File: config.mk
export PLATFORM = sky130hd
export DESIGN_NAME = hs_fifo
export DESIGN_NICKNAME = d
export VERILOG_FILES = /design/src/rtl/hs_fifo.sv
export SDC_FILE = /design/constraint.sdc
export NUM_CORES = 1
export LEC_CHECK = 0
export CELL_PAD_IN_SITES_DETAIL_PLACEMENT = 2
export CELL_PAD_IN_SITES_GLOBAL_PLACEMENT = 2
export CORE_MARGIN = 4
export CORE_UTILIZATION = 35
export DETAILED_ROUTE_END_ITERATION = 16
export DONT_BUFFER_PORTS = 1
export GPL_TIMING_DRIVEN = 0
export HOLD_SLACK_MARGIN = 0.03
export PLACE_DENSITY_LB_ADDON = 0.12
export SLEW_MARGIN = 15
export SYNTH_ARGS = -nofsm -noshare
export SYNTH_HDL_FRONTEND = slang
export SYNTH_SLANG_ARGS = --single-unit
File: constraint.sdc
create_clock -name clk -period 5.5 [get_ports clk]
set_input_delay 1.1 -clock clk [delete_from_list [all_inputs] [get_ports clk]]
set_output_delay 1.1 -clock clk [all_outputs]
set_load 0.01 [all_outputs]
File: src/rtl/hs_fifo.sv
// ---------------------------------------------------------------------------
// hs_fifo - multi-entry FIFO with four-phase handshakes on both sides.
//
// Words arrive from an upstream producer over a four-phase rr/ar handshake and
// are stored in a DEPTH-entry circular buffer. They are delivered in order to
// a downstream consumer over a four-phase rw/aw handshake. The input and
// output sides are independent FSMs and may overlap.
//
// Ports:
//   clk          single clock, all state updates on the rising edge
//   reset        asynchronous, active-high reset
//   din          write data, valid while rr=1
//   rr           upstream request (producer has a word)
//   ar           upstream acknowledge (word captured)
//   dout         read data, registered, stable while rw=1
//   rw           downstream request (word available)
//   aw           downstream acknowledge
//   full         occupancy == DEPTH
//   empty        occupancy == 0
//   level        (HS_FIFO_LEVEL_EN only) current occupancy, 0..DEPTH
//   almost_full  (HS_FIFO_LEVEL_EN only) occupancy >= DEPTH-1
//
// Optional feature macro: HS_FIFO_LEVEL_EN adds the level/almost_full ports.
// ---------------------------------------------------------------------------
module hs_fifo #(
  parameter  int DATA_W = 8,
  parameter  int DEPTH  = 4,
  localparam int CNT_W  = $clog2(DEPTH) + 1
) (
  input  logic              clk,
  input  logic              reset,
  input  logic [DATA_W-1:0] din,
  input  logic              rr,
  output logic              ar,
  output logic [DATA_W-1:0] dout,
  output logic              rw,
  input  logic              aw,
  output logic              full,
  output logic              empty
`ifdef HS_FIFO_LEVEL_EN
  ,
  output logic [CNT_W-1:0]  level,
  output logic              almost_full
`endif
);

  localparam int PTR_W = $clog2(DEPTH);

  localparam logic [CNT_W-1:0] L_DEPTH    = CNT_W'(DEPTH);
  localparam logic [CNT_W-1:0] L_CNT_ZERO = {CNT_W{1'b0}};
  localparam logic [CNT_W-1:0] L_CNT_ONE  = CNT_W'(1);
  localparam logic [PTR_W-1:0] L_PTR_ZERO = {PTR_W{1'b0}};
  localparam logic [PTR_W-1:0] L_PTR_ONE  = PTR_W'(1);
`ifdef HS_FIFO_LEVEL_EN
  localparam logic [CNT_W-1:0] L_AF_LIMIT = CNT_W'(DEPTH - 1);
`endif

  typedef enum logic [0:0] {
    W_IDLE = 1'b0,
    W_ACK  = 1'b1
  } wstate_t;

  typedef enum logic [1:0] {
    R_IDLE = 2'b00,
    R_REQ  = 2'b01,
    R_WAIT = 2'b10
  } rstate_t;

  logic [DATA_W-1:0] r_mem [DEPTH];
  logic [PTR_W-1:0]  r_wptr;
  logic [PTR_W-1:0]  r_rptr;
  logic [CNT_W-1:0]  r_count;
  logic [DATA_W-1:0] r_dout;
  wstate_t           r_wstate;
  rstate_t           r_rstate;

  wstate_t           w_wstate_next;
  rstate_t           w_rstate_next;
  logic [CNT_W-1:0]  w_count_next;
  logic              w_push;
  logic              w_pop;
  logic              w_load;
  logic              w_full;
  logic              w_empty;

  // Occupancy flags decode straight from the count register.
  assign w_full  = (r_count == L_DEPTH);
  assign w_empty = (r_count == L_CNT_ZERO);

  // Input side: capture din once per four-phase cycle, only while not full.
  // The full check uses the pre-edge count, so a same-edge pop never lets a
  // word in while the buffer is full.
  always_comb begin
    w_wstate_next = r_wstate;
    w_push        = 1'b0;
    case (r_wstate)
      W_IDLE: begin
        if (rr && !w_full) begin
          w_push        = 1'b1;
          w_wstate_next = W_ACK;
        end else begin
          w_wstate_next = W_IDLE;
        end
      end
      W_ACK: begin
        if (!rr) begin
          w_wstate_next = W_IDLE;
        end else begin
          w_wstate_next = W_ACK;
        end
      end
      default: begin
        w_wstate_next = W_IDLE;
      end
    endcase
  end

  // Output side: load the head word, offer it, retire it on aw, then wait for
  // aw to drop. aw seen in any other state is ignored.
  always_comb begin
    w_rstate_next = r_rstate;
    w_load        = 1'b0;
    w_pop         = 1'b0;
    case (r_rstate)
      R_IDLE: begin
        if (!w_empty) begin
          w_load        = 1'b1;
          w_rstate_next = R_REQ;
        end else begin
          w_rstate_next = R_IDLE;
        end
      end
      R_REQ: begin
        if (aw) begin
          w_pop         = 1'b1;
          w_rstate_next = R_WAIT;
        end else begin
          w_rstate_next = R_REQ;
        end
      end
      R_WAIT: begin
        if (!aw) begin
          w_rstate_next = R_IDLE;
        end else begin
          w_rstate_next = R_WAIT;
        end
      end
      default: begin
        w_rstate_next = R_IDLE;
      end
    endcase
  end

  // Occupancy update: push and pop on the same edge cancel out.
  always_comb begin
    w_count_next = r_count;
    case ({w_push, w_pop})
      2'b10:   w_count_next = r_count + L_CNT_ONE;
      2'b01:   w_count_next = r_count - L_CNT_ONE;
      default: w_count_next = r_count;
    endcase
  end

  // Control state, pointers, count and the output data register.
  always_ff @(posedge clk or posedge reset) begin
    if (reset) begin
      r_wstate <= W_IDLE;
      r_rstate <= R_IDLE;
      r_wptr   <= L_PTR_ZERO;
      r_rptr   <= L_PTR_ZERO;
      r_count  <= L_CNT_ZERO;
      r_dout   <= {DATA_W{1'b0}};
    end else begin
      r_wstate <= w_wstate_next;
      r_rstate <= w_rstate_next;
      r_count  <= w_count_next;
      if (w_push) begin
        r_wptr <= r_wptr + L_PTR_ONE;
      end
      if (w_pop) begin
        r_rptr <= r_rptr + L_PTR_ONE;
      end
      if (w_load) begin
        r_dout <= r_mem[r_rptr];
      end
    end
  end

  // Storage array; contents are not reset, only the pointers are.
  always_ff @(posedge clk) begin
    if (w_push) begin
      r_mem[r_wptr] <= din;
    end
  end

  assign ar    = (r_wstate == W_ACK);
  assign rw    = (r_rstate == R_REQ);
  assign dout  = r_dout;
  assign full  = w_full;
  assign empty = w_empty;

`ifdef HS_FIFO_LEVEL_EN
  assign level       = r_count;
  assign almost_full = (r_count >= L_AF_LIMIT);
`endif

endmodule

==> Word-level counts from Yosys, hierarchy flattened <==
Memory sizes are Yosys's and may differ from the RTL's. A register that Yosys moved wholly into a read port is not among the register bits.
Index checks and enable logic that the tools add are counted.
{ "word_totals": {"ff_bits": 10, "latch_bits": 0, "ramBits": 32, "romBits": 0, "in_bits": 12, "output_inout_bits": 12, "wordCells": 36, "memories": 1} }
{ "classes": {"addsub": 4, "n_mul": 0, "n_div": 0, "magnitude_cmp": 0, "n_eq_ne": 5, "shifts": 0, "muxes": 15, "bitwise": 1, "n_reduce_logical": 5} }
{ "mem_list": {"columns": ["memory", "depth", "width", "rd", "rd_ports_with_merged_regs", "wr", "line", "rtl"], "rows": [
  ["r_mem", 4, 8, 1, 1, 1, "69", "logic [DATA_W-1:0] r_mem [DEPTH];"]
]} }
{ "ops": {"columns": ["cell", "n"], "rows": [
  ["1-bit two-way mux", 10],
  ["2-bit case mux with 3 select lines", 1],
  ["3-bit case mux with 2 select lines", 1],
  ["2-bit by 1-bit adder with 2-bit output (second input constant)", 2],
  ["2-bit by 1-bit equality test with 1-bit output (second input constant)", 2],
  ["2-bit equality test (second input constant)", 2],
  ["2-bit two-way mux", 2],
  ["3-bit by 1-bit adder with 3-bit output (second input constant)", 1],
  ["3-bit equality test (second input constant)", 1],
  ["3-bit zero test", 1],
  ["3-bit by 1-bit subtractor with 3-bit output (second input constant)", 1],
  ["2-bit zero test", 1],
  ["1-bit case mux with 2 select lines", 1],
  ["2-bit nonzero test", 1],
  ["1-bit logical AND", 1],
  ["1-bit zero test", 1],
  ["1-bit inverter", 1]
]} }

==> Depth between registers and ports, before layout <==
Gate-level depths: netlist of run 1.
{ "depth": {"ltp_word": 7, "mapped_depth": 8, "depth_no_buf": 8} }

==> Worst setup path after synthesis of run 1 <==
OpenSTA, ideal clock, no wires.
{ "synth_timing": {"kind": "input-to-reg", "start": "input rr", "end": "register r_count[2]", "setup_ns": 0.125, "arrival_time_ns": 2.407, "required_ns": 5.375, "path_slack_ns": 2.968, "path_stages": 7, "n_path_buf": 0, "cell_sequence": "nor3b_2 > inv_1 > ha_1 > fa_1 > xnor2_1 > nor2_1 > xor2_1"} }
{ "synth_between": {"elab_chain_len": 5, "word_cells_on_any_way": 7, "cone_classes": "eq/ne (2); mux (3); reduce/logical (2)"} }
{ "synth_lines": {"columns": ["item", "line", "rtl"], "rows": [
  ["start, declared", "33", "input logic rr,"],
  ["1-bit logical AND (*)", "98", "if (rr && !w_full) begin"],
  ["1-bit two-way mux (*)", "98", null],
  ["1-bit two-way mux (*)", "96", "case (r_wstate)"],
  ["2-bit by 1-bit equality test with 1-bit output / 2-bit equality test (equally long branches)", "157", "case ({w_push, w_pop})"],
  ["3-bit case mux with 2 select lines / 2-bit nonzero test (equally long branches)", null, null],
  ["end signal, assigned", "176", "r_count <= w_count_next;"],
  ["end, declared", "72", "logic [CNT_W-1:0] r_count;"]
]} }
Every way passes the cells marked *; elsewhere a longest branch is shown, timed or not.
A chain may end at the register's enable or synchronous reset.

==> Worst setup path after layout of run 1 <==
Ends and elaborated chain as after synthesis.

==> results of run 1 <==
==> logic make-up (layout without fill, tap and decap cells) <==
kind of cell	count (synthesis)	in the layout	synth area share
simple gates	13	13	0.0440
flops	50	50	0.700
mux	18	18	0.160
fa+ha+maj	6	6	0.0409
xor+xnor	6	6	0.0261
buf+inv	9	17	0.0192
compound gates	3	3	0.00993
==> state kept, by name (all words and copies together), names as in the netlist <==
signal    cells
r_mem        32
ar            1
r_rstate      2
dout          8
r_count       3
r_rptr        2
r_wptr        2
==> cells in the mapped netlist (2+ instances only) <==
cell / number
and2_1: 5
dfrtp_1: 18
edfxtp_1: 32
ha_1: 5
inv_1: 6
mux2_2: 2
mux2_4: 8
mux4_2: 8
nor2b_1: 2
nor3b_2: 2
xnor2_1: 4
xor2_1: 2
==> cell type report <==
| cell class | instances | area (µm²) |
|---|---|---|
| Fill cell | 555 | 3350 |
| Clock inverter | 1 | 7.51 |
| Sequential cell | 50 | 1410 |
| Buffer | 3 | 16.3 |
| Clock buffer | 7 | 76.3 |
| Inverter | 6 | 22.5 |
| Tap cell | 72 | 90.1 |
| Multi-Input combinational cell | 46 | 567 |
==> where the power goes <==
group	internal, mW	switching, mW	total (mW)
registers	0.500	0.0750	0.575
logic	0.211	0.169	0.380
clock network	0.0902	0.116	0.206
total	0.801	0.360	1.16
==> path summary, 6_finish.rpt <==
kind / from / to / cells past startpoint
max: rr / r_count[2] / 7
min: r_count[2] / r_count[2] / 1
max reg2reg: r_count[2] / r_count[2] / 8
min reg2reg: r_count[2] / r_count[2] / 1
max in group asynchronous: reset / ar / 1
min in group asynchronous: reset / r_rstate[0] / 1
==> layer usage <==
| metal | global-route usage | part of all wire |
|---|---|---|
| met4 | 0.0395 | 0.016 |
| met1 | 0.116 | 0.39 |
| met2 | 0.181 | 0.53 |
| met5 | 0 | 0 |
| met3 | 0.0395 | 0.056 |
==> worst register-to-register path: cells and delay by family (launching register included) <==
family / cells / cell delay [ps]
and+or+nand+nor: 3 / 680
adders and majority gates: 2 / 640
DFF: 1 / 410
xor gates and xnor gates: 2 / 300
buffers and inverters: 1 / 90
==> through the flow <==
| step | hold slack [ps] | power [mW] | instances |
|---|---|---|---|
| CTS | 498 | 1.19 | 185 |
| global placement | 472 | 0.955 | 177 |
| finish | 500 | 1.16 | 185 |
| global route | 533 | 1.23 | 185 |
| floorplan | 454 | 0.885 | 105 |
| detailed placement | 488 | 0.979 | 177 |
==> reports/qor.txt, run 1 <==
DRT iter0 DRCs: 46
Clk root buf: clkbuf_8
Full die area: 7040 µm²
IO Port Bufs: 0
Syn. warnings: 0
Post-synthesis async set-or-reset flop share: 0.360
PwrDens: 530 nW/µm²
Routed vias/inst: 4.82
CP Data Required Time: 5680 ps
Antenna violations before repair: 0
Period utilization: 0.434
Area share of the largest cell type after synthesis: 0.476
CP arrival: 2570 ps
Final instance area: 2190 µm²
Seq cells post-synth: 50
Buf/Inv on CP: 1
GP Congestion: 0.677
Most frequent cells in the layout: edfxtp_1 (32), dfrtp_1 (18), mux4_2 (8), mux2_4 (8), inv_1 (6)
Max Cap Viol: 0
CP delay by family, top: adder cells
Die height: 83.9 µm
Crit path time final: 2390 ps
Clock transition at path regs: 80 ps
CTS tree: built
Syn nets: 123
Reg2reg setup slack: 3280 ps
Worst VDD drop: 0.169 mV
Final Max Tran Viols: 0
Antenna diodes: 0
Worst Hold Class: flip-flop to flip-flop
Routed wire length: 3.50 mm
Share of cells above drive strength 1: 0.248
Top cell type by total area after synthesis: edfxtp_1
Sequential area share after synthesis: 0.700
Yosys cell types: 23
Placement Setup Slack: 2750 ps
Vias in the first global route: 1,036
Worst Skew: 5.23 ps
CP cell instances: nor3b_2, inv_1, ha_1, fa_1, xnor2_1, nor2_1, xor2_1
Fin. Hold Viols: 0
Gr usage total: 0.105
Largest net degree at the start of global routing: 19
Final setup violation count: 0
Worst slew margin: 0.510
EDFF count, synth: 32
First-pass GRT wire length: 5.44 mm
Post_cts resized: 0
Primary FF master, synth: edfxtp_1
Maximum clock path buffer count: 2
Largest fanout on the critical path: 7
# H-tree levels: 2
# DRC: 0
Post-CTS setup buffers: 0
Syn Inst Count: 105
Layout Nets: 130
Clk_lat worst skew: 290 ps
Setup ws final: 3110 ps
Dpl cell area: 2110 µm²
Syn-to-layout area delta: 8.62%
Sink Count: 50
Finished Core Util: 0.395
Post-Syn Area: 2020 µm²
Post-CTS Hold Fix Bufs: 0
Remaining antenna violation count after routing: 0
Syn_area_per_cell: 19.2 µm²
Synth area leaders: edfxtp_1 (48%), dfrtp_1 (22%), mux4_2 (8.9%)
Status: completed
F_max: 419 MHz
Most common cell after layout, fill and taps aside: edfxtp_1
Slowest cell on the critical path: fa_1
Leak: 0.810 nW
Largest stage delay, worst path: 390 ps
Worst Setup End Kind: flip-flop
Setup repair after global routing missed its margin: false
Die width: 83.9 µm
Via count: 891
Total negative slack: 0 ps
Initial Util: 0.364
Core ar.: 5540 µm²
Top-Level Pins: 24
Rows: 27
Worst slew pin tran: 734 ps
Crit path kind: primary input to flip-flop
Total clock buffers created by CTS: 5
Drt pass-1 iters: 3
Total grt overflow: 0
Crit path launch type: primary input
Routed wire per std cell: 18.9 µm
(Power assumes the default switching activity.)
==> run 2: changes to the inputs <==
Clock period 5.5 ns to 2.1 ns, I/O delays scaled along.
==> run 2 against run 1 <==
Non-clock buffer count is 1 higher. Highest routed layer unchanged. First-iteration DRC count up 6.5%. Die area is the same. Flip-flop and latch count stayed put. Sequential share of layout area fell by 0.66 points. Critical path type is now flip-flop to flip-flop. Largest power group unchanged.
==> reports/qor.txt, run 2 (synthesis results as in run 1) <==
Routed wire per std cell: 18.8 µm (-0.62%)
Routed wire length: 3.50 mm (about the same)
Met2 usage: 0.181 (-0.000723)
Total power: 3.07 mW (+160%)
Routed vias/inst: 4.81 (-0.20%)
Crit path kind: flip-flop to flip-flop
CP Data Required Time: 2290 ps (-3390 ps)
Status: completed
Rows: 27 (unchanged)
Core ar.: 5540 µm² (unchanged)
Total grt overflow: 0 (unchanged)
DRT iter0 DRCs: 49 (+6.5%)
Antenna diodes: 0 (unchanged)
Fin. Hold Viols: 0 (unchanged)
CP arrival: 2170 ps (-400 ps)
Final setup violation count: 0 (unchanged)
Worst slew pin tran: 737 ps (+2.92 ps)
Largest register FFs: 32 (unchanged)
Worst slew margin: 0.508 (-0.00195)
Initial Util: 0.364 (unchanged)
Worst VDD drop: 0.443 mV (+160%)
Most common cell after layout, fill and taps aside: edfxtp_1
Met3 Resource Use GR: 0.0395 (unchanged)
Most frequent cells in the layout: edfxtp_1 (32), dfrtp_1 (18), mux4_2 (8), mux2_4 (8), inv_1 (6)
Remaining antenna violation count after routing: 0 (unchanged)
Largest net degree at the start of global routing: 19 (unchanged)
Worst Hold Class: primary input to asynchronous set/reset pin
Layout Nets: 131 (+0.77%)
Largest stage delay, worst path: 470 ps (+80 ps)
Sink Count: 50 (unchanged)
GP Congestion: 0.677 (unchanged)
Largest fanout on the critical path: 4 (-3)
Largest reg by FF count: r_mem
CTS tree: built
PwrDens: 1390 nW/µm² (+160%)
Clock transition at path regs: 90 ps (about the same)
# H-tree levels: 2 (unchanged)
Drt pass-1 iters: 4 (+1)
Crit path launch type: flip-flop
Total clock buffers created by CTS: 5 (unchanged)
Crit path time final: 1990 ps
# DRC: 0 (unchanged)
Syn-to-layout area delta: 9.74%
Antenna violations before repair: 0 (unchanged)
Slowest cell on the critical path: dfrtp_1
Die width: 83.9 µm (unchanged)
Top-Level Pins: 24 (unchanged)
Buf/Inv on CP: 1 (unchanged)
Period utilization: 0.945
Post-CTS Hold Fix Bufs: 0 (unchanged)
CP delay by family, top: adder cells
Setup repair after global routing missed its margin: false
Leak: 0.820 nW (+1.3%)
Via count: 894 (+0.34%)
Placement Setup Slack: -170 ps (-2920 ps)
Share of cells above drive strength 1: 0.263 (+0.0154)
Worst Skew: 3.00 ps (-2.24 ps)
Worst Setup End Kind: flip-flop
Gr usage total: 0.105 (+0.000209)
Vias in the first global route: 1,035 (-0.097%)
CP cell instances: nor3b_4, nor3b_4, inv_1, ha_1, fa_1, mux2_2
Maximum clock path buffer count: 2 (unchanged)
Full die area: 7040 µm² (unchanged)
Max Cap Viol: 0 (unchanged)
Final instance area: 2210 µm² (+1.0%)
Number of fill cells in the layout: 553 (-0.36%)
Total negative slack: 0 ps (unchanged)
GRT met1 Usage: 0.118 (+0.00128)
IO Port Bufs: 0 (unchanged)
Die height: 83.9 µm (unchanged)
Final Max Tran Viols: 0 (unchanged)
Dpl cell area: 2110 µm² (unchanged)
Clk_lat worst skew: 290 ps (about the same)
Finished Core Util: 0.400 (+0.00406)
Clk root buf: clkbuf_8
F_max: 504 MHz
Top Usage Layer GRT: met2
Worst path most repeated cell: nor3b_4
First-pass GRT wire length: 5.46 mm (+0.37%)
Setup ws final: 115 ps (-3000 ps)
==> run 2: cell count changes in the layout (fill, tap and decap cells not counted), sizes merged <==
cell,delta
buf,+1
==> run 2: report_power, final <==
group,switching (mW),leakage (nW),internal [mW],total (mW)
registers,0.207,0.503,1.31,1.52
clock network,0.303,0.0385,0.236,0.539
logic,0.446,0.279,0.571,1.02
total,0.957,0.820,2.12,3.07
==> run 2: what timing repair did <==
action,in CTS,in global routing
setup buffers,1,0
pin swaps,1,0
gates resized for setup,1,2
endpoints found under the setup margin,2,2
==> run 2: area by class of cell <==
class | count | area, µm² | share of cell area
Tap cell | 72 | 90.1 | 0.0407
Timing Repair Buffer | 1 | 7.51 | 0.00339
Clock buffer | 7 | 76.3 | 0.0345
Buffer | 3 | 16.3 | 0.00735
Multi-Input combinational cell | 46 | 582 | 0.263
Sequential cell | 50 | 1410 | 0.638
Clock inverter | 1 | 7.51 | 0.00339
Inverter | 6 | 22.5 | 0.0102
==> run 2: through the flow <==
step                      std cells  hold slack [ps]
after global routing            186              193
after floorplan                 105              359
final                           186              130
after detailed placement        177              488
after CTS                       186              176
after global placement          177              472
==> run 2: worst paths after layout <==
check,startpoint,to,slack [ps],cells after the start
max in group asynchronous,reset,dout[6],1510,1
hold / removal,reset,r_rstate[0],130,1
min in group clk,din[5],r_mem[3][5],210,0
hold reg to reg,r_count[2],r_count[2],510,1
setup reg to reg,r_count[0],r_count[1],110,6
setup / recovery,r_count[0],r_count[1],110,6
==> run 2: per-layer routing <==
metal / share of wire / routed length, µm
met5: 0 / 0
met4: 0.015 / 51
met3: 0.067 / 233
met2: 0.54 / 1890
met1: 0.38 / 1320
==> edit, RTL diff (settings of run 1) <==
`DATA_W`: 8 -> 6.
--- a/src/rtl/hs_fifo.sv
+++ b/src/rtl/hs_fifo.sv
@@ -23,7 +23,7 @@
 // Optional feature macro: HS_FIFO_LEVEL_EN adds the level/almost_full ports.
 // ---------------------------------------------------------------------------
 module hs_fifo #(
-  parameter  int DATA_W = 8,
+  parameter  int DATA_W = 6,
   parameter  int DEPTH  = 4,
   localparam int CNT_W  = $clog2(DEPTH) + 1
 ) (
Ports: changed (resized din and dout); port bits go from 24 to 20. No check against the original RTL was run, so the function may have changed too.
==> edit against run 1 <==
Worst setup slack worse by 0.048 ns; non-clock buffer count unchanged; routed wire length shrank 17%; sequential cell count shrank 10; sequential power shrank 19%; global-route usage up 0.28 points; synthesized area shrank 18%; design area is 16% lower; power is 9.8% lower; first-iteration DRC count is 48% lower.
==> edit: results (changes against run 1) <==
The final cell count without fillers is 151 (was 185). The number of search-and-repair iterations in the first detailed-routing pass is 4 (was 3). The total leakage power came out at 0.708 nW (was 0.810 nW).

The final layout net count is 114 (was 130). The sequential area share after synthesis is 68.0% (was 70.0%). The placer's final routability congestion estimate came out at 0.649 (was 0.677). The final routed wire length divided by cell count came out at 19.1 microns (was 18.9 microns).

The flip-flop count of the largest register, all copies and words added is 24 (was 32). The average vias per placed instance was 4.89 (was 4.82). The post-place instance area is 1710 sq um (was 2110 sq um). The number of DRC markers after the initial detailed-route iteration came out at 24 (was 46). The global-route wire length before repair came out at 4.64 mm (was 5.44 mm).

The count of flip-flops with a built-in enable after synthesis came out at 24 (was 32). Most common library cells after synthesis: sky130_fd_sc_hd__edfxtp_1, sky130_fd_sc_hd__dfrtp_1, sky130_fd_sc_hd__inv_1, sky130_fd_sc_hd__mux2_4, sky130_fd_sc_hd__mux4_2 (was sky130_fd_sc_hd__edfxtp_1, sky130_fd_sc_hd__dfrtp_1, sky130_fd_sc_hd__mux2_4, sky130_fd_sc_hd__mux4_2, sky130_fd_sc_hd__inv_1). The pin count of the biggest net entering global routing is 17 (was 19). The slew at the pin with the worst max-slew slack is 0.618 ns (was 0.734 ns). The number of instances in the synthesized netlist is 91 (was 105). The proportion of layout cells with a drive suffix above 1 was 25.3% (was 24.8%). The maximum ir drop on the vdd rail is 157 uV (was 169 uV).

The slowest library cell on the worst path is sky130_fd_sc_hd__nor3b_2 (was sky130_fd_sc_hd__fa_1). The largest clock skew in the final design came to 0.00634 ns (was 0.00523 ns). The async set or reset register ratio after synthesis is 40.0% (was 36.0%). The maximum cell stage delay along the critical path came out at 0.41 ns (was 0.39 ns). The total placed cells including tap cells came to 143 (was 177).

The worst reg-to-reg setup slack is 3.23 ns (was 3.28 ns). The post-place setup slack came to 2.78 ns (was 2.75 ns). The worst endpoint data arrival time is 2.61 ns (was 2.57 ns). The number of distinct library cell variants in the gate-level netlist after synthesis came out at 22 (was 23). The deepest clock path buffer count is 2 (unchanged).

Status: complete, no violations (unchanged). The final-layout fill cell count came out at 431 (was 555). Synth area leaders: sky130_fd_sc_hd__edfxtp_1, sky130_fd_sc_hd__dfrtp_1, sky130_fd_sc_hd__mux4_2 (unchanged). The number of buffers added by the clock tree synthesis step is 5 (unchanged).
==> edit: area by class of cell <==
cell class | instances | area (sq um) | share of cell area [%]
Sequential cell | 40 | 1120 | 60.9
Multi-Input combinational cell | 42 | 492 | 26.7
Clock buffer | 7 | 97.6 | 5.30
Tap cell | 52 | 65.1 | 3.53
Clock inverter | 1 | 30.0 | 1.63
Inverter | 6 | 22.5 | 1.22
Buffer | 3 | 13.8 | 0.747
==> edit: worst max-delay path by stage <==
stage | from | slack (ns) | end
after floorplan | rr | 2.97 | r_count[2]$_DFFE_PP0P_
after global placement | rr | 2.82 | r_count[2]$_DFFE_PP0P_
after detailed placement | rr | 2.78 | r_count[2]$_DFFE_PP0P_
after CTS | rr | 3.07 | r_count[2]$_DFFE_PP0P_
after global routing | rr | 2.90 | r_count[2]$_DFFE_PP0P_
final | rr | 3.06 | r_count[2]$_DFFE_PP0P_
==> edit: cells by family after synthesis <==
logic type | share of synthesized area (%)
buffers and inverters | 2.20
adders and majority gates | 5.01
and+or+nand+nor | 5.39
DFF | 68.0
muxes | 15.0
xor gates and xnor gates | 3.19
AOI/OAI and AO/OA | 1.21
==> edit: worst max-delay path, delay by kind of cell <==
kind	cells	cell delay [ns]
adders and majority gates	2	0.63
and+or+nand+nor	2	0.48
xor gates and xnor gates	2	0.29
buffers and inverters	1	0.10
==> edit: routing by layer <==
metal  up-vias  track usage (%)  routed length, microns
met5         -                0                       0
met4         0             3.80                      40
met3         4             4.14                     158
met2        19             17.0                    1400
met1       376             13.4                    1290
li1        340                -                       -
==> edit: where the power goes <==
group          internal (mW)  switching (mW)  total, mW
combinational          0.173           0.146      0.319
clock                  0.163          0.0992      0.262
sequential             0.402          0.0630      0.465
